<file path="src/rtl/hack_pkg.sv">
// rtl/hack_pkg.sv - shared constants for the Hack ALU pipeline
// Purpose: default datapath width and the bit positions of the six Hack
// control flags inside the 6-bit ctrl word {zx,nx,zy,ny,f,no}.
// Ports: none (package).
package hack_pkg;

  localparam int HACK_N = 16;

  localparam int ZX = 5;
  localparam int NX = 4;
  localparam int ZY = 3;
  localparam int NY = 2;
  localparam int F  = 1;
  localparam int NO = 0;

endpackage

</file>
<file path="src/rtl/hack_alu_preset.sv">
// rtl/hack_alu_preset.sv - Hack operand preset (zero then negate)
// Purpose: combinational operand conditioning applied to each ALU input.
// Ports:
//   in  [N-1:0]  raw operand
//   z            force operand to zero
//   n            bitwise-invert the (possibly zeroed) operand
//   out [N-1:0]  conditioned operand
module hack_alu_preset #(
  parameter int N = 16
) (
  input  logic [N-1:0] in,
  input  logic         z,
  input  logic         n,
  output logic [N-1:0] out
);

  logic [N-1:0] zeroed;

  // Zeroing happens before inversion, so z=1,n=1 yields all ones.
  assign zeroed = z ? '0 : in;
  assign out    = n ? ~zeroed : zeroed;

endmodule

</file>
<file path="src/rtl/hack_alu_pipe.sv">
// rtl/hack_alu_pipe.sv - two-stage valid/ready pipelined Hack ALU
// Purpose: stage 1 registers preset operands plus f/no, stage 2 registers
// the result with its zr/ng flags; both stages stall under backpressure.
// Ports:
//   clk, rst              clock, asynchronous active-high reset
//   in_valid / in_ready   operand handshake (x, y, ctrl)
//   x, y [N-1:0]          raw operands
//   ctrl [5:0]            {zx,nx,zy,ny,f,no}
//   out_valid / out_ready result handshake (out, zr, ng)
//   out [N-1:0]           ALU result; zr = (out==0), ng = out[N-1]
//   op_count [15:0]       wrapping count of delivered results
module hack_alu_pipe
  import hack_pkg::*;
#(
  parameter int N = HACK_N
) (
  input  logic         clk,
  input  logic         rst,
  input  logic         in_valid,
  output logic         in_ready,
  input  logic [N-1:0] x,
  input  logic [N-1:0] y,
  input  logic [5:0]   ctrl,
  output logic         out_valid,
  input  logic         out_ready,
  output logic [N-1:0] out,
  output logic         zr,
  output logic         ng,
  output logic [15:0]  op_count
);

  logic [N-1:0] x_pre;
  logic [N-1:0] y_pre;

  hack_alu_preset #(.N(N)) u_preset_x (
    .in  (x),
    .z   (ctrl[ZX]),
    .n   (ctrl[NX]),
    .out (x_pre)
  );

  hack_alu_preset #(.N(N)) u_preset_y (
    .in  (y),
    .z   (ctrl[ZY]),
    .n   (ctrl[NY]),
    .out (y_pre)
  );

  // Stage 1 state
  logic         s1_valid;
  logic [N-1:0] s1_x;
  logic [N-1:0] s1_y;
  logic         s1_f;
  logic         s1_no;

  // Stage 2 state
  logic         s2_valid;
  logic [N-1:0] s2_out;
  logic         s2_zr;
  logic         s2_ng;

  logic [15:0]  cnt;

  logic         out_xfer;
  logic         s1_adv;
  logic         in_xfer;
  logic [N-1:0] alu_fn;
  logic [N-1:0] alu_res;

  // Ready chains backwards combinationally so a full pipe keeps
  // accepting one set per cycle while the consumer keeps taking results.
  assign out_xfer = s2_valid & out_ready;
  assign s1_adv   = ~s2_valid | out_xfer;
  assign in_ready = ~s1_valid | s1_adv;
  assign in_xfer  = in_valid & in_ready;

  always_comb begin
    alu_fn  = s1_f ? (s1_x + s1_y) : (s1_x & s1_y);
    alu_res = s1_no ? ~alu_fn : alu_fn;
  end

  // When stage 1 can move, an idle input cycle loads a bubble.
  always_ff @(posedge clk or posedge rst) begin
    if (rst) begin
      s1_valid <= 1'b0;
    end else if (in_ready) begin
      s1_valid <= in_valid;
    end
  end

  // Operand payload needs no reset: it is only observed behind s1_valid.
  always_ff @(posedge clk) begin
    if (in_xfer) begin
      s1_x  <= x_pre;
      s1_y  <= y_pre;
      s1_f  <= ctrl[F];
      s1_no <= ctrl[NO];
    end
  end

  // Result register only reloads on a real operand set, so out/zr/ng stay
  // frozen both under stall and while bubbles pass through.
  always_ff @(posedge clk or posedge rst) begin
    if (rst) begin
      s2_valid <= 1'b0;
      s2_out   <= '0;
      s2_zr    <= 1'b0;
      s2_ng    <= 1'b0;
    end else if (s1_adv) begin
      s2_valid <= s1_valid;
      if (s1_valid) begin
        s2_out <= alu_res;
        s2_zr  <= (alu_res == '0);
        s2_ng  <= alu_res[N-1];
      end
    end
  end

  always_ff @(posedge clk or posedge rst) begin
    if (rst) begin
      cnt <= 16'd0;
    end else if (out_xfer) begin
      cnt <= cnt + 16'd1;
    end
  end

  assign out_valid = s2_valid;
  assign out       = s2_out;
  assign zr        = s2_zr;
  assign ng        = s2_ng;
  assign op_count  = cnt;

endmodule

</file>
<file path="config.mk">
export PLATFORM = sky130hd
export DESIGN_NAME = hack_alu_pipe
export DESIGN_NICKNAME = d
export VERILOG_FILES = /design/src/rtl/hack_pkg.sv /design/src/rtl/hack_alu_preset.sv /design/src/rtl/hack_alu_pipe.sv
export SDC_FILE = /design/constraint.sdc
export NUM_CORES = 1
export LEC_CHECK = 0
export CAP_MARGIN = 20
export CORE_ASPECT_RATIO = 0.9
export CORE_UTILIZATION = 35
export DETAILED_ROUTE_END_ITERATION = 8
export PLACE_DENSITY = 0.67
export REMOVE_ABC_BUFFERS = 1
export SLEW_MARGIN = 10
export SYNTH_ARGS = -nofsm -noshare
export SYNTH_HDL_FRONTEND = slang
export SYNTH_SLANG_ARGS = --single-unit
</file>
<file path="constraint.sdc">
create_clock -name clk -period 3.7 [get_ports clk]
set_clock_uncertainty 0.05 [all_clocks]
set_input_delay 0.555 -clock clk [delete_from_list [all_inputs] [get_ports clk]]
set_output_delay 0.555 -clock clk [all_outputs]
set_load 0.02 [all_outputs]
</file>
# ---- Yosys cells after proc, flatten, opt, wreduce, memory -nomap -nowiden
# Cells that the tools add are included.
dict set report classes {
  shift 0
  n_reduce_logical 2
  n_mul 0
  n_div 0
  mux 6
  n_eq_ne 0
  n_addsub 2
  n_bitwise 10
  n_lt_le_gt_ge 0
}
# op n
set ops {}
lappend ops {{2-to-1 mux 16 bit} 6}
lappend ops {{inverter 16 bit} 3}
lappend ops {{adder 16 x 1 -> 16 bit, second input constant} 1}
lappend ops {{adder 16 bit} 1}
lappend ops {{AND 16 bit} 1}
lappend ops {{logical NOT 16 bit} 1}
lappend ops {{AND 1 bit} 2}
lappend ops {{inverter 1 bit} 2}
lappend ops {{bitwise OR 1 bit} 2}
lappend ops {{AND reduction 2 bit} 1}
dict set report totals {
  latch_bits 0
  ramBits 0
  out_inout_bits 36
  wordCells 30
  rom_bits 0
  regBits 70
  memories 0
}

# ---- Longest topological paths before layout
# Gate-level depths: netlist of run 1.
dict set report logic_depth {
  depth_word 5
  mapped_depth 10
  mapped_depth_nobuf 10
}

# ---- Hierarchy
# From an unflattened synthesis of run 1, not the netlist that was laid out.
dict set report hier_totals {
  hier_cells 394
  hier_area_um2 4554.4
}
# mod cells_each n_inst seq_area_each_um2 area_each_um2
set by_module_without_submodules {}
lappend by_module_without_submodules {hack_alu_pipe 324 1 1896.8 3688.5}
lappend by_module_without_submodules {hack_alu_preset 35 2 0.0 432.9}

# ---- Least setup slack after synthesis of run 1
# OpenSTA, ideal clock, no wires.
dict set report synth_timing {
  kind {register to register}
  start {reg s1_x[0]}
  end {reg s2_zr (netlist: zr)}
  synth_period_minus_slack_ns 2.759
  stages_incl_launch_ff 11
  path_buffers 0
  setup_ns 0.068
  t_arrival_ns 2.641
  path_slack_ns 0.941
  path_cell_list {edfxtp_1 -> ha_1 -> fa_1 -> a211oi_1 -> o21ai_1 -> a41oi_1 -> xnor2_1 -> mux2i_1 -> or3b_2 -> mux2i_1 -> a32o_1}
}
dict set report synth_via {
  elab_chain_len 5
  elab_cells_between_ends 6
  classes_between {1 x add/sub; 2 x mux; 2 x bitwise; 1 x reduce/logical}
}
# element line
set synth_rtl {}
lappend synth_rtl {{from (decl)} hack_alu_pipe.sv:51} ;# logic [N-1:0] s1_x;
lappend synth_rtl {{from (signal assigned)} hack_alu_pipe.sv:94} ;# s1_x <= x_pre;
lappend synth_rtl {{adder 16 bit or AND 16 bit (tied branches)} hack_alu_pipe.sv:78} ;# alu_fn = s1_f ? (s1_x + s1_y) : (s1_x & s1_y);
lappend synth_rtl {{2-to-1 mux 16 bit (*)} hack_alu_pipe.sv:78}
lappend synth_rtl {{inverter 16 bit} hack_alu_pipe.sv:79} ;# alu_res = s1_no ? ~alu_fn : alu_fn;
lappend synth_rtl {{2-to-1 mux 16 bit (*)} hack_alu_pipe.sv:79}
lappend synth_rtl {{logical NOT 16 bit (*)} hack_alu_pipe.sv:113} ;# s2_zr <= (alu_res == '0);
lappend synth_rtl {{to (signal assigned)} hack_alu_pipe.sv:113}
lappend synth_rtl {{to (decl)} hack_alu_pipe.sv:59} ;# logic s2_zr;
# Mark *: on every way between the ends. The rest lies on a longest branch, timed or not.
# A chain may end at the register's enable or synchronous reset.

# ---- Final worst setup path of run 1
# Ends and elaborated chain as after synthesis.

==> results.cfg, run 1 <==
[status]
status = finished, final reports clean

[hold_path]
min_from = op_count[15]
hp-class = flip-flop to flip-flop
holdPathEnd = op_count[15]
hold_depth = 1

[power_and_ir_drop]
switchingPower_uw = 800
fin_total_pwr_mw = 2.71
powerDensity_nw_per_um2 = 510
pwr-share-seq_pct = 37.9
leakage_nw = 2.07
max-vdd-ir-drop_mv = 0.239
p_comb_share_pct = 30.2
clkPwrFrac_pct = 31.9
internal_power_mw = 1.91
swShare_pct = 29.5

[global_route]
gr-usage-met2_pct = 22.5
grt-ovfl-total = 0
grtUsageTotal_pct = 13.3
grt_max_degree = 36
grt_util_met3_pct = 3.32
antenna_found_initial = 0
grt_busiest_layer = met2
grtUsageMet1_pct = 16.4
grt_pass1_wl_mm = 12.7
grt_pass1_vias = 2822

[yosys]
yosys_register_bits = 69
synthFlopType = dfrtp_1
synth_cell_types = 50
syn_avg_cell_area_um2 = 10.9
postSynthCellCount = 374
seq_area_frac_synth_pct = 46.6
synthArstFlopShare_pct = 50.7
yosysWarnings = 0
synth_edf_count = 34
netlist_area_um2 = 4070

[setup_path]
cp-end-kind = flip-flop
rr_worst_depth = 10
crit_chain = ha_1 -> fa_1 -> a211oi_1 -> o21ai_1 -> a221o_1 -> o41ai_2 -> xnor2_1 -> mux2i_2 -> mux2i_1 -> a32o_1
worstSetupStartpoint = s1_x[0]
r2r-start = s1_x[0]
r2r-end = zr
max_stage_delay_ns = 0.45
cp.arrival_ns = 3.25
critPathSlowestCell = fa_1
r2r_slack_ns = 0.66
worstPathMaxFanout = 6
required_ns = 3.91
critPathKind = flip-flop to flip-flop
crit_path_start_kind = flip-flop

[timing]
hold_viol_final = 0
fin_ws_ns = 0.660
tns_ns = 0
rsz0062_at_grt = false
setup_viol = 0
fin_crit_sh_pct = 82.2
post-route-min-period_ns = 3.04
relSlewSlack_pct = 35.9
clock.fmax_mhz = 329
drv_slew = 0
worstMarginPinSlew_ns = 0.962

[placed_design]
place_hpwl_mm = 5.67
dp_slack_ns = 0.674
place.gp.congestion = 0.764
portBuffers = 77

[cells_and_area]
nets = 511
ff_latch_area_um2 = 1900
drive_above_1_share_pct = 6.58
syn_to_final_growth_pct = 30.6
nFillCells = 1079
multi_input_area_um2 = 2080
num_antenna_cells = 0

[cts]
clock-root-buffer = clkbuf_16
clkSinkCount = 69
cts_max_path_buffers = 2
clk_pin_slew_ns = 0.05
cts_setup_buffers = 0
cts_hold_buffers = 0
cts_max_level = 3
cts_resized = 0
clk_latency_ns = 0.32
cts_buffers = 9
cts_tree = done

[routing]
routed_via_density = 4.67
route.vias.total = 2838
drt-initial-drc-count = 146
ant_nets = 0
firstDrtPassIters = 4
wl_per_cell_um = 12.3
drc = 0
wl_mm = 7.50

[die]
die_y_um = 104
start_util_pct = 36.7
dieArea_um2 = 12100
dieWidth_um = 116
coreArea_um2 = 11100
num_io_pins = 78
rows = 36

[flow_run]
drv_cap = 0
## synth_stat cells (2+ instances only)
cell type  instances  share of area [%]
a21oi_1           10                1.2
xor2_1            19                4.1
o211ai_2           2               0.61
a21oi_2            2               0.43
and4b_1            2               0.49
and2_1             2               0.31
o22ai_1            3               0.46
and3_1             2               0.31
nor2_1            10               0.92
edfxtp_1          34                 25
o211ai_1           2               0.37
nor4b_1            2               0.43
xnor2_1           54                 12
nand3_1            9                1.1
nor2b_1            2               0.31
nand2_1           30                2.8
buf_1              4               0.37
o21ai_0           23                2.8
nand2b_1          37                5.7
nand4_1            5               0.77
mux2_2             2               0.55
a21o_1             4               0.74
a32o_1             2               0.49
mux2i_1           12                3.0
clkbuf_1           8               0.74
o21a_1             2               0.37
buf_2              2               0.25
inv_1              7               0.65
a211oi_1           3               0.55
or4b_1             2               0.49
ha_1              17                5.2
a2111oi_0          2               0.43
nor3_1             3               0.37
nand3b_1           3               0.55
a41oi_1            2               0.43
dfrtp_1           35                 22
## logic make-up after synthesis
family | synth area share (%)
compound gates | 10.1
xor+xnor | 15.7
fa+ha+maj | 5.72
buf+inv | 2.18
flops | 46.6
mux | 3.84
simple gates | 15.8
## worst max-delay path: cells and delay by family, from the launching register on
family | cells | cell delay, ns
xor+xnor | 1 | 0.12
mux | 2 | 0.45
fa+ha+maj | 2 | 0.73
flops | 1 | 0.36
compound gates | 5 | 1.26
## through the flow
stage	util, %	cells	instance area (µm²)	hold WS, ns
2_1_floorplan	-	359	4010	0.407
3_3_place_gp	45.1	592	5000	0.412
3_5_place_dp	45.1	592	5000	0.414
4_1_cts	48.0	608	5320	0.423
5_1_grt	48.0	608	5320	0.448
6_report	48.0	608	5320	0.416
## cell usage in the layout, fill, tap and decap left out, types with 3 or more instances in the layout
cell type and count:
nand2b_1 37, a21oi_1 10, ha_1 17, dfrtp_1 35, edfxtp_1 34, xnor2_1 54
mux2i_1 12, clkdlybuf4s50_1 77, nand2_1 30, xor2_1 19, buf_4 4, nor3_1 3
clkbuf_16 11, a211oi_1 3, a21o_1 4, nand3_1 9, o21ai_0 23, nand3b_1 3
nor2_1 10, inv_1 7, o22ai_1 3, nand4_1 5
## routing by layer
layer	wire length [µm]	share of wire (%)
met4	42	0.56
met1	3550	47
met2	3560	47
met5	0	0
met3	345	4.6
## layout make-up
class	count	share of cell area, %
Multi-Input combinational cell	283	39.2
Sequential cell	69	35.7
Timing Repair Buffer	81	15.1
Clock buffer	14	5.77
Tap cell	152	3.58
Inverter	7	0.494
Clock inverter	2	0.188
## state kept, by name, indices dropped and copies added (netlist names)
register	count
zr	1
out_valid	1
s1_valid	1
out	16
s1_f	1
s1_y	16
s1_x	16
s1_no	1
op_count	16
## power groups by stage
stage               clock network (mW)  registers, mW  logic (mW)
floorplan                            0           1.14       0.393
global placement                     0           1.04       0.810
detailed placement                   0           1.05       0.821
CTS                              0.887           1.03       0.825
global route                     0.925           1.05       0.901
finish                           0.866           1.03       0.818
## how the worst max path moves through the flow
| stage | endpoint | slack (ns) | cells past startpoint |
|---|---|---|---|
| floorplan | zr | 0.92 | 10 |
| global placement | zr | 0.76 | 9 |
| detailed placement | zr | 0.67 | 10 |
| CTS | zr | 0.66 | 10 |
| global route | zr | 0.39 | 10 |
| finish | zr | 0.66 | 10 |
No activity file was read; power rests on OpenSTA's default activity.
==> inputs of run 2 (changes only) <==
- PLACE_DENSITY: 0.67 -> 0.69
- clock period: 3.7 -> 2.7 ns (I/O delays scaled with it)
==> run 2 against run 1 <==
Against the previous run: the run now ends with setup timing left; sequential power is 36% higher; register-to-register slack worse by 0.81 ns; combinational power grew 56%; sequential share of layout area down 2.0 points; critical path type unchanged; critical endpoint unchanged.
==> results.cfg, run 2 (synthesis gave the netlist of run 1 again) <==
[setup_path]
r2r-end = zr
worstPathMaxFanout = 3
critPathKind = flip-flop to flip-flop
rr_worst_depth = 10
crit_path_start_kind = flip-flop
r2r-start = s1_x[1]
r2r_slack_ns = -0.15
cp-end-kind = flip-flop
worstSetupStartpoint = s1_x[1]
required_ns = 2.90
cp.arrival_ns = 3.05

[die]
start_util_pct = 36.7
dieWidth_um = 116
dieArea_um2 = 12100
die_y_um = 104
coreArea_um2 = 11100
num_io_pins = 78
rows = 36

[cts]
clk_pin_slew_ns = 0.05
clk_latency_ns = 0.32
cts_hold_buffers = 0
cts_max_level = 3
clock-root-buffer = clkbuf_16
cts_max_path_buffers = 2
clkSinkCount = 69
cts_tree = done
cts_buffers = 9

[cells_and_area]
syn_to_final_growth_pct = 38.1
ff_latch_area_um2 = 1900
num_antenna_cells = 0
drive_above_1_share_pct = 15.4
mostFrequentLayoutCell = clkdlybuf4s50_1
nFillCells = 1055
nets = 551
multi_input_area_um2 = 2140
layout_common_cells = clkdlybuf4s50_1 (77), xnor2_1 (54), buf_4 (44)

[flow_run]
drv_cap = 0

[timing]
clock.fmax_mhz = 351
timing.hold.ws_ns = 0.421
tns_ns = -0.223
setup_viol = 2
relSlewSlack_pct = 59.0
drv_slew = 0
hold_viol_final = 0
fin_crit_sh_pct = 105
post-route-min-period_ns = 2.85
worstMarginPinSlew_ns = 0.615
fin_ws_ns = -0.146
rsz0062_at_grt = true

[global_route]
antenna_found_initial = 0
grt-ovfl-total = 0
grt_pass1_vias = 2930
grt_max_degree = 36
grt_pass1_wl_mm = 13.3
grtUsageTotal_pct = 13.8

[routing]
wl_mm = 7.85
wl_per_cell_um = 12.1
ant_nets = 0
route.vias.total = 3018
firstDrtPassIters = 4
drt-initial-drc-count = 162
routed_via_density = 4.66
drc = 0

[hold_path]
holdPathEnd = op_count[15]
min_from = op_count[15]
hold_depth = 1
hp-class = flip-flop to flip-flop

[power_and_ir_drop]
powerDensity_nw_per_um2 = 663
max-vdd-ir-drop_mv = 0.311
leakage_nw = 2.24

[placed_design]
place.gp.congestion = 0.837
portBuffers = 77
place_hpwl_mm = 5.88

[status]
status = finished, violations left
failed_checks = setup timing
==> run 2: worst max-delay path, cell delays in order (launching register included) <==
cell and delay (ns):
edfxtp_1 0.39, buf_4 0.16, fa_2 0.43, a211oi_4 0.30, o21ai_2 0.12, a221o_1 0.34, o41ai_2 0.25, xnor2_1 0.13
mux2i_2 0.22, mux2i_1 0.21, a32o_1 0.17
==> run 2: report_power, final <==
| part | leakage (nW) | switching [mW] | total (mW) | internal (mW) |
|---|---|---|---|---|
| combinational | 1.34 | 0.612 | 1.28 | 0.665 |
| sequential | 0.765 | 0.116 | 1.40 | 1.28 |
| clock | 0.135 | 0.388 | 1.05 | 0.663 |
| total | 2.24 | 1.12 | 3.73 | 2.61 |
==> run 2: area by class of cell <==
cell class | count | area share, %
clock inverters | 2 | 0.178
multi-input cells | 283 | 38.0
repair buffers | 121 | 19.6
well taps | 152 | 3.38
clock buffers | 13 | 4.63
inverters | 7 | 0.467
flip-flops and latches | 69 | 33.7
==> run 2: repair_timing <==
item | 4_1_cts | 5_1_grt
pin swaps | 1 | 0
setup endpoints to repair | 3 | 3
hold endpoints to repair | 0 | 0
resized for setup | 7 | 5
buffers inserted | 2 | 0
==> run 2: per-stage QoR <==
step	cells	util, %	cell area (µm²)	power [mW]	setup WS [ns]
6_report	647	50.7	5620	3.73	-0.146
5_1_grt	647	50.7	5620	3.94	-0.276
4_1_cts	647	50.5	5600	3.76	-0.148
3_5_place_dp	630	47.7	5280	2.67	-0.290
3_3_place_gp	630	47.7	5280	2.64	-0.133
2_1_floorplan	359	-	4010	2.10	-0.0775
==> run 2: metal layers <==
layer / vias to the layer above / global-route usage [%] / share of wire [%]
met3: 4 / 2.80 / 4.4
met1: 1391 / 16.9 / 45
met2: 70 / 23.7 / 50
met4: 0 / 4.67 / 0.75
met5: - / 0 / 0
li1: 1553 / - / -
==> run 2: worst max path at each step <==
stage / end / slack [ns] / cells past startpoint
CTS: zr / -0.15 / 10
global placement: zr / -0.13 / 10
detailed placement: zr / -0.29 / 10
floorplan: zr / -0.08 / 10
finish: zr / -0.15 / 10
global route: zr / -0.28 / 11
